**src/rtl/imem_loader.sv**
```systemverilog
// imem_loader: boot-time program loader in front of the instruction memory.
// Accepts a byte stream (valid/ready), packs MSB-first bytes into 32-bit
// instructions, writes them from BASE_ADDR upward and keeps the CPU held
// until the complete image is in place.
// Optional build macro: IMEM_LOADER_CSUM_EN adds a trailing XOR checksum byte.
module imem_loader #(
    parameter logic [31:0] BASE_ADDR = 32'h0000_0000,
    parameter int          MAX_WORDS = 1024
) (
    input  logic        clk,
    input  logic        reset,
    input  logic        start_i,
    input  logic        byte_valid_i,
    input  logic [7:0]  byte_data_i,
    output logic        byte_ready_o,
    output logic        wr_en_imem_o,
    output logic [31:0] addr_imem_o,
    output logic [31:0] wr_instr_imem_o,
    output logic        cpu_hold_o,
    output logic        done_o,
    output logic        err_o
);

    typedef enum logic [2:0] {
        S_HDR0  = 3'd0,
        S_HDR1  = 3'd1,
        S_DATA  = 3'd2,
        S_WRITE = 3'd3,
`ifdef IMEM_LOADER_CSUM_EN
        S_CSUM  = 3'd4,
`endif
        S_DONE  = 3'd5,
        S_ERR   = 3'd6
    } state_t;

    localparam logic [16:0] MAX_WORDS_C = 17'(MAX_WORDS);

`ifdef IMEM_LOADER_CSUM_EN
    // Where the stream goes once the last word (or an empty header) is consumed.
    localparam state_t END_STATE_C = S_CSUM;

    // Running checksum step: XOR-fold one more byte into the accumulator.
    function automatic logic [7:0] csum_fold(input logic [7:0] acc, input logic [7:0] b);
        return acc ^ b;
    endfunction
`else
    localparam state_t END_STATE_C = S_DONE;
`endif

    state_t      state_r;
    state_t      next_state_s;
    logic        hs_s;
    logic        start_take_s;
    logic [15:0] hdr_cnt_s;
    logic [7:0]  cnt_hi_r;
    logic [15:0] cnt_r;
    logic [15:0] word_idx_r;
    logic [1:0]  byte_idx_r;
    logic [23:0] asm_r;
    logic        ready_r;
    logic        wr_en_r;
    logic [31:0] addr_r;
    logic [31:0] data_r;
    logic        hold_r;
    logic        done_r;
    logic        err_r;
    logic        ready_next_s;
    logic        wr_en_next_s;
    logic        hold_next_s;
    logic        done_next_s;
    logic        err_next_s;
    logic [31:0] addr_next_s;
    logic [31:0] data_next_s;
`ifdef IMEM_LOADER_CSUM_EN
    logic [7:0]  csum_r;
`endif

    assign hs_s         = byte_valid_i & ready_r;
    assign hdr_cnt_s    = {cnt_hi_r, byte_data_i};
    assign start_take_s = start_i & ((state_r == S_DONE) | (state_r == S_ERR));

    // State register.
    always_ff @(posedge clk or negedge reset) begin
        if (!reset) begin
            state_r <= S_HDR0;
        end else begin
            state_r <= next_state_s;
        end
    end

    // Next-state decode: header parsing, word assembly, write slot, terminal states.
    always_comb begin
        next_state_s = state_r;
        case (state_r)
            S_HDR0: begin
                if (hs_s) next_state_s = S_HDR1;
                else      next_state_s = state_r;
            end
            S_HDR1: begin
                if (!hs_s)                                   next_state_s = state_r;
                else if (hdr_cnt_s == 16'd0)                 next_state_s = END_STATE_C;
                else if ({1'b0, hdr_cnt_s} > MAX_WORDS_C)    next_state_s = S_ERR;
                else                                         next_state_s = S_DATA;
            end
            S_DATA: begin
                if (hs_s && (byte_idx_r == 2'd3)) next_state_s = S_WRITE;
                else                              next_state_s = state_r;
            end
            S_WRITE: begin
                if ((word_idx_r + 16'd1) == cnt_r) next_state_s = END_STATE_C;
                else                               next_state_s = S_DATA;
            end
`ifdef IMEM_LOADER_CSUM_EN
            S_CSUM: begin
                if (!hs_s)                       next_state_s = state_r;
                else if (byte_data_i == csum_r)  next_state_s = S_DONE;
                else                             next_state_s = S_ERR;
            end
`endif
            S_DONE, S_ERR: begin
                if (start_i) next_state_s = S_HDR0;
                else         next_state_s = state_r;
            end
            default: next_state_s = S_HDR0;
        endcase
    end

    // Output decode: next-cycle values of every registered output.
    always_comb begin
        ready_next_s = 1'b0;
        case (next_state_s)
            S_HDR0, S_HDR1, S_DATA: ready_next_s = 1'b1;
`ifdef IMEM_LOADER_CSUM_EN
            S_CSUM:                 ready_next_s = 1'b1;
`endif
            default:                ready_next_s = 1'b0;
        endcase
        wr_en_next_s = (next_state_s == S_WRITE);
        done_next_s  = (next_state_s == S_DONE);
        err_next_s   = (next_state_s == S_ERR);
        hold_next_s  = (next_state_s != S_DONE);
        addr_next_s  = addr_r;
        data_next_s  = data_r;
        if (next_state_s == S_WRITE) begin
            addr_next_s = BASE_ADDR + {14'd0, word_idx_r, 2'b00};
            data_next_s = {asm_r, byte_data_i};
        end else if (start_take_s) begin
            addr_next_s = BASE_ADDR;
            data_next_s = data_r;
        end else begin
            addr_next_s = addr_r;
            data_next_s = data_r;
        end
    end

    // Output registers so every port is driven straight from a flop.
    always_ff @(posedge clk or negedge reset) begin
        if (!reset) begin
            ready_r <= 1'b0;
            wr_en_r <= 1'b0;
            addr_r  <= BASE_ADDR;
            data_r  <= 32'h0000_0000;
            hold_r  <= 1'b1;
            done_r  <= 1'b0;
            err_r   <= 1'b0;
        end else begin
            ready_r <= ready_next_s;
            wr_en_r <= wr_en_next_s;
            addr_r  <= addr_next_s;
            data_r  <= data_next_s;
            hold_r  <= hold_next_s;
            done_r  <= done_next_s;
            err_r   <= err_next_s;
        end
    end

    // Header capture, word/byte indices and the partial-word shift register.
    always_ff @(posedge clk or negedge reset) begin
        if (!reset) begin
            cnt_hi_r   <= 8'h00;
            cnt_r      <= 16'd0;
            word_idx_r <= 16'd0;
            byte_idx_r <= 2'd0;
            asm_r      <= 24'h00_0000;
        end else begin
            case (state_r)
                S_HDR0: if (hs_s) cnt_hi_r <= byte_data_i;
                S_HDR1: if (hs_s) begin
                    cnt_r      <= hdr_cnt_s;
                    word_idx_r <= 16'd0;
                    byte_idx_r <= 2'd0;
                end
                S_DATA: if (hs_s) begin
                    asm_r      <= {asm_r[15:0], byte_data_i};
                    byte_idx_r <= byte_idx_r + 2'd1;
                end
                S_WRITE: word_idx_r <= word_idx_r + 16'd1;
                default: cnt_r <= cnt_r;
            endcase
        end
    end

`ifdef IMEM_LOADER_CSUM_EN
    // Checksum accumulator: seeded by the first header byte, folds header and data bytes.
    always_ff @(posedge clk or negedge reset) begin
        if (!reset) begin
            csum_r <= 8'h00;
        end else if (hs_s && (state_r == S_HDR0)) begin
            csum_r <= byte_data_i;
        end else if (hs_s && ((state_r == S_HDR1) || (state_r == S_DATA))) begin
            csum_r <= csum_fold(csum_r, byte_data_i);
        end
    end
`endif

    assign byte_ready_o    = ready_r;
    assign wr_en_imem_o    = wr_en_r;
    assign addr_imem_o     = addr_r;
    assign wr_instr_imem_o = data_r;
    assign cpu_hold_o      = hold_r;
    assign done_o          = done_r;
    assign err_o           = err_r;

endmodule

```
**config.mk**
```make
export PLATFORM = sky130hd
export DESIGN_NAME = imem_loader
export DESIGN_NICKNAME = d
export VERILOG_FILES = /design/src/rtl/imem_loader.sv
export SDC_FILE = /design/constraint.sdc
export NUM_CORES = 1
export LEC_CHECK = 0
export BUFFER_PORTS_ARGS = -buffer_cell sky130_fd_sc_hd__buf_2
export CAP_MARGIN = 30
export CORE_ASPECT_RATIO = 1.4
export CORE_UTILIZATION = 50
export CTS_CLUSTER_DIAMETER = 150
export DETAILED_ROUTE_END_ITERATION = 7
export GPL_TIMING_DRIVEN = 0
export PLACE_DENSITY = 0.77
export SLEW_MARGIN = 20
export SYNTH_ARGS = -nofsm -noshare
export SYNTH_HDL_FRONTEND = slang
export SYNTH_SLANG_ARGS = --single-unit
```
**constraint.sdc**
```tcl
create_clock -name clk -period 2.4 [get_ports clk]
set_input_delay 0.12 -clock clk [delete_from_list [all_inputs] [get_ports clk]]
set_output_delay 0.12 -clock clk [all_outputs]
set_load 0.05 [all_outputs]
```
[Yosys cells after proc, flatten, opt, wreduce, memory -nomap -nowiden]
Index checks and enable logic that the tools add are counted.
Operators by class
  magnitude comparators: 1
  reduce and logical (&&, ||, !) cells: 14
  add/subtract/negate cells: 2
  eq/ne operators: 15
  mux-type cells: 16
  bitwise gates (word level): 3
Operators by type and width (count)
  2-to-1 mux 32 bit: 2
  case mux 16 bit (2 select lines): 1
  2-to-1 mux 3 bit: 7
  adder 16 x 1 -> 16 bit, second input constant: 1
  == test 16 bit: 1
  greater-than comparator 16 x 11 -> 1 bit, second input constant: 1
  zero test 16 bit: 1
  2-to-1 mux 16 bit: 1
  case mux 3 bit (5 select lines): 1
  == test 3 x 2 -> 1 bit, second input constant: 4
  == test 3 bit, second input constant: 4
  AND reduction 2 bit: 4
  == test 3 x 1 -> 1 bit, second input constant: 2
  zero test 3 bit: 2
  nonzero test 2 bit: 3
  2-to-1 mux 2 bit: 2
  inequality test 2 bit, second input constant: 2
  case mux 2 bit (2 select lines): 1
  inequality test 3 bit, second input constant: 1
  AND reduction 3 bit: 1
  OR reduction 3 bit: 1
  adder 2 x 1 -> 2 bit, second input constant: 1
  bitwise AND 1 bit: 2
  == test 2 bit, second input constant: 1
  other kinds (4): 4
Storage, ports and cells
  input bits: 12
  word-level logic and storage cells: 64
  output and inout port bits: 69
  bits in registers: 138

[Depth between registers and ports, before layout]
  depth in word-level cells: 8
  gate-level depth with buffers: 10
  mapped depth without buffers: 8

[Least setup slack after synthesis]
No wires, ideal clock.
  path kind: reg2reg
  start: register word_idx_r[0]
  end: register ready_r, in the netlist byte_ready_o
  setup time: 0.120 ns
  slack: 0.261 ns
  data required time: 2.280 ns
  cell stages (with the launch flop): 10
  arrival time: 2.019 ns
  period minus slack after synthesis: 2.139 ns
  path buffers: 1
  path through: dfrtp_1 -> ha_1 -> and3_1 -> clkbuf_1 -> nand3_1 -> nor3_1 -> nor3_1 -> nor4b_2 -> nand4_2 -> and3_1
Between the ends
  word-level cells in the longest chain between the ends: 7
  elaborated cells between the ends (all ways): 9
  those cells by class: add/sub: 1; eq/ne: 3; mux: 3; reduce/logical: 2
Ends and longest elaborated chain
  start, declared: line 57  | logic [15:0] word_idx_r;
  start signal, assigned: line 197  | S_WRITE: word_idx_r <= word_idx_r + 16'd1;
  adder 16 x 1 -> 16 bit *: line 110  | if ((word_idx_r + 16'd1) == cnt_r) next_state_s = END_STATE_C;
  == test 16 bit *: line 110
  2-to-1 mux 3 bit *: line 110
  case mux 3 bit (5 select lines) *: line 94  | case (state_r)
  == test 3 x 1 -> 1 bit, or another cell as far along: line 131  | case (next_state_s)
  OR reduction 3 bit *: line 131
  2-to-1 mux 1 bit *: line 131
  named net ready_next_s: line 67  | logic ready_next_s;
  end signal, assigned: line 167  | ready_r <= ready_next_s;
  end, declared: line 60  | logic ready_r;
Mark *: on every way through the listed nets, which the timed path passes. The rest lies on a longest branch.
A chain may end at the register's enable or synchronous reset.

[Worst setup path in the final report]
  start: register word_idx_r[2]
  end: register ready_r, in the netlist byte_ready_o
The elaborated chain is that of the path after synthesis.

==> results.sh <==
export IMPL_path_clk_slew_ps=50
export IMPL_crit_arrival_ps=2630
export IMPL_grt_overflow=0
export IMPL_wl_per_cell_um=16.9
export IMPL_cts_made_buffers=17
export IMPL_core_sq_um=10900
export IMPL_clkPwrFrac_pct=26.8
export IMPL_viasPerCell=5.41
export IMPL_tns_ps=0
export IMPL_fill_cells=862
export IMPL_cts_htree_levels=4
export IMPL_fmax_mhz=430
export IMPL_first_pass_iters=5
export IMPL_drc_errors=0
export IMPL_wl_met1_mm=5.05
export IMPL_clkSinkCount=122
export IMPL_fin_cells=782
export IMPL_placedInstanceArea_sq_um=6160
export IMPL_peakVddDrop_uv=918
export IMPL_worstSetupPathType="reg -> reg"
export IMPL_power_frac_comb_pct=38.9
export IMPL_area_growth_pct=25.1
export IMPL_worstHoldPathType="in -> reg"
export IMPL_p_seq_share_pct=34.3
export IMPL_leakage_nw=3.39
export IMPL_routed_top_layer="met4"
export IMPL_fin_skew_ps=4.98
export IMPL_maxSlewHeadroom_pct=56.7
export IMPL_rsz0062_at_grt="true"
export IMPL_grt_max_degree=70
export IMPL_worstPathCellList="clkbuf_8 -> and4_1 -> clkbuf_1 -> nand4_1 -> nor2_1 -> a31oi_1 -> a211oi_2 -> nand4_2 -> and3_4"
export IMPL_ys_warn_count=0
export IMPL_diodes=0
export IMPL_start_util_pct=51.3
export IMPL_cts_tree="built"
export IMPL_startpoint_type="register"
export IMPL_finalMaxSlewViolations=0
export IMPL_yosysMostFrequentCell="nand2_1"
export IMPL_synth_edf_count=0
export IMPL_cellPowerDensity_nw_per_um2=1470
export IMPL_finalWorstSetupSlack_ps=73.8
export IMPL_syn_inst=521
export IMPL_fin_nets=642
export IMPL_async_reset_ff_share_pct=100
export IMPL_yosysSeqAreaShare_pct=54.8
export IMPL_cpPeakStageDelay_ps=330
export IMPL_wl_met2_mm=7.06
export IMPL_dieArea_sq_um=11600
export IMPL_synthTopCellsByArea="dfrtp_1, mux2_2, nand2_1, a22o_1, buf_4"
export IMPL_crit_path_max_fanout=10
export IMPL_tightest_slew_ps=647
export IMPL_worst_path_max_delay_cell="dfrtp_1"
export IMPL_gr_usage_all_layers_pct=24.4
export IMPL_synth_area_leader_cell="dfrtp_1"
export IMPL_drv_cap=0
export IMPL_end_kind="register"
export IMPL_finalCriticalPeriod_ps=2330
export IMPL_dieHeight_um=127
export IMPL_cell_internal_pwr_mw=6.16
export IMPL_routed_via_count=4228
export IMPL_drt_iter0_markers=209
export IMPL_fin_crit_sh_pct=96.9
export IMPL_clock_path_buffers=2
export IMPL_power_switching_mw=4.11
export IMPL_yosys_register_bits=122
export IMPL_netlist_top_cells_count="nand2_1, dfrtp_1, mux2_2"
export IMPL_cts_root_buf="clkbuf_16"
export IMPL_p_sw_share_pct=40.0
export IMPL_grt_pass1_vias=4316
export IMPL_hold_violations=0
export IMPL_grt_pass1_wl_mm=21.7
export IMPL_fin_area_sq_um=6980
export IMPL_dp_cells=742
export IMPL_ys_flop_type="dfrtp_1"
export IMPL_synth_top_cell_area_share_pct=54.3
export IMPL_cp_required_ps=2700
export IMPL_yosysUniqueCellTypes=55
export IMPL_top_level_ports=81
export IMPL_port_buffers=64
export IMPL_status="complete, no violations"
export IMPL_final_antenna_net_count=0
export IMPL_dp_slack_ps=-260
export IMPL_insertion_delay_ps=410
export IMPL_syn_cell_area_sq_um=5580
export IMPL_chipWidth_um=91.3
export IMPL_ff2ff_setup_slack_ps=70
export IMPL_dp_hpwl_mm=9.11
export IMPL_fp_row_count=45
export IMPL_dr_wl_met3_um=688
export IMPL_wl_mm=13.2
export IMPL_antenna_found_initial=0
export IMPL_routabilityCongestion=0.881
export IMPL_setup_viol=0
export IMPL_drive_gt1_share_pct=32.0
export IMPL_syn_area_per_cell_sq_um=10.7
layer usage:
layer  GRT usage, %  vias up
li1               -     1969
met1           27.1     2065
met2           44.1      158
met3           5.04       36
met4           12.3        0
met5              0        -
state kept, by name (all words and copies together), names as in the netlist:
register / count
addr_imem_o: 16
cnt_r: 16
cpu_hold_o: 1
state_r: 3
cnt_hi_r: 8
err_o: 1
word_idx_r: 16
done_o: 1
asm_r: 24
wr_en_imem_o: 1
wr_instr_imem_o: 32
byte_idx_r: 2
byte_ready_o: 1
final cells by class:
class                           count  area [sq um]  area share, %
Multi-Input combinational cell    363          2350           33.8
Clock buffer                       22           484           6.94
Inverter                            7          26.3          0.377
Timing Repair Buffer               74           432           6.19
Tap cell                          141           176           2.53
Clock inverter                     10           164           2.35
Buffer                             43           282           4.04
Sequential cell                   122          3060           43.8
worst max-delay path: cells and delay by family, from the launching register on:
kind | cells | cell delay, ps
AO/OA/AOI/OAI | 2 | 380
buffers and inverters | 2 | 450
AND/OR/NAND/NOR | 5 | 1060
flip-flops | 1 | 330
cells in the final DEF, fill, tap and decap left out, drive strengths merged, types with 5 or more instances in the layout:
| cell type | netlist | routed |
|---|---|---|
| nor2 | 27 | 27 |
| a22o | 16 | 16 |
| nand2 | 123 | 123 |
| dfrtp | 121 | 121 |
| nand4 | 5 | 5 |
| xnor2 | 13 | 13 |
| conb | 1 | 16 |
| nand3 | 11 | 11 |
| and3 | 5 | 5 |
| a21oi | 9 | 9 |
| inv | 7 | 7 |
| a31oi | 7 | 7 |
| buf | 25 | 95 |
| o21ai | 24 | 24 |
| nor3 | 9 | 9 |
| o31ai | 5 | 5 |
| xor2 | 9 | 9 |
| mux2 | 47 | 47 |
| clkbuf | 19 | 40 |
kinds of logic (layout without fill, tap and decap cells):
kind of cell             after synthesis  count (layout)  synth area share, %
buffers and inverters                 51             156                 5.52
other                                  1              16               0.0672
AO/OA/AOI/OAI                         75              75                 8.95
adder cells (fa/ha/maj)                2               2                0.449
flip-flops                           122             122                 54.8
AND/OR/NAND/NOR                      199             199                 16.5
XOR/XNOR                              24              24                 4.29
multiplexers                          47              47                 9.49
power by group through the flow:
| stage | clock network, mW | logic (mW) | registers (mW) |
|---|---|---|---|
| after floorplan | 0 | 1.86 | 4.49 |
| after global placement | 0 | 3.69 | 3.47 |
| after detailed placement | 0 | 3.81 | 3.52 |
| after CTS | 2.78 | 3.91 | 3.52 |
| after global routing | 2.86 | 4.27 | 3.63 |
| final | 2.75 | 4.00 | 3.52 |
metrics by stage:
stage / hold WS [ps] / power (mW) / utilization [%]
after floorplan: -176 / 6.35 / -
after global placement: 393 / 7.17 / 56.4
after detailed placement: 116 / 7.33 / 56.7
after CTS: 1.10 / 10.2 / 63.5
after global routing: 14.6 / 10.8 / 64.2
final: 8.15 / 10.3 / 64.2
worst paths after layout:
check | end | depth (start not counted) | start
setup reg to reg | byte_ready_o | 9 | word_idx_r[2]
max in group asynchronous | wr_instr_imem_o[28] | 3 | reset
min in group asynchronous | word_idx_r[4] | 2 | reset
setup / recovery | byte_ready_o | 9 | word_idx_r[2]
hold reg to reg | wr_instr_imem_o[27] | 2 | asm_r[19]
hold / removal | wr_instr_imem_o[6] | 3 | byte_data_i[6]
timing repair:
action	4_1_cts	5_1_grt
endpoints found under the setup margin	38	46
pin swaps	3	5
hold endpoints to repair	55	0
hold buffers	4	0
setup buffers	0	5
resized for setup	12	9
Note: power is estimated with default switching activity, not from simulation.
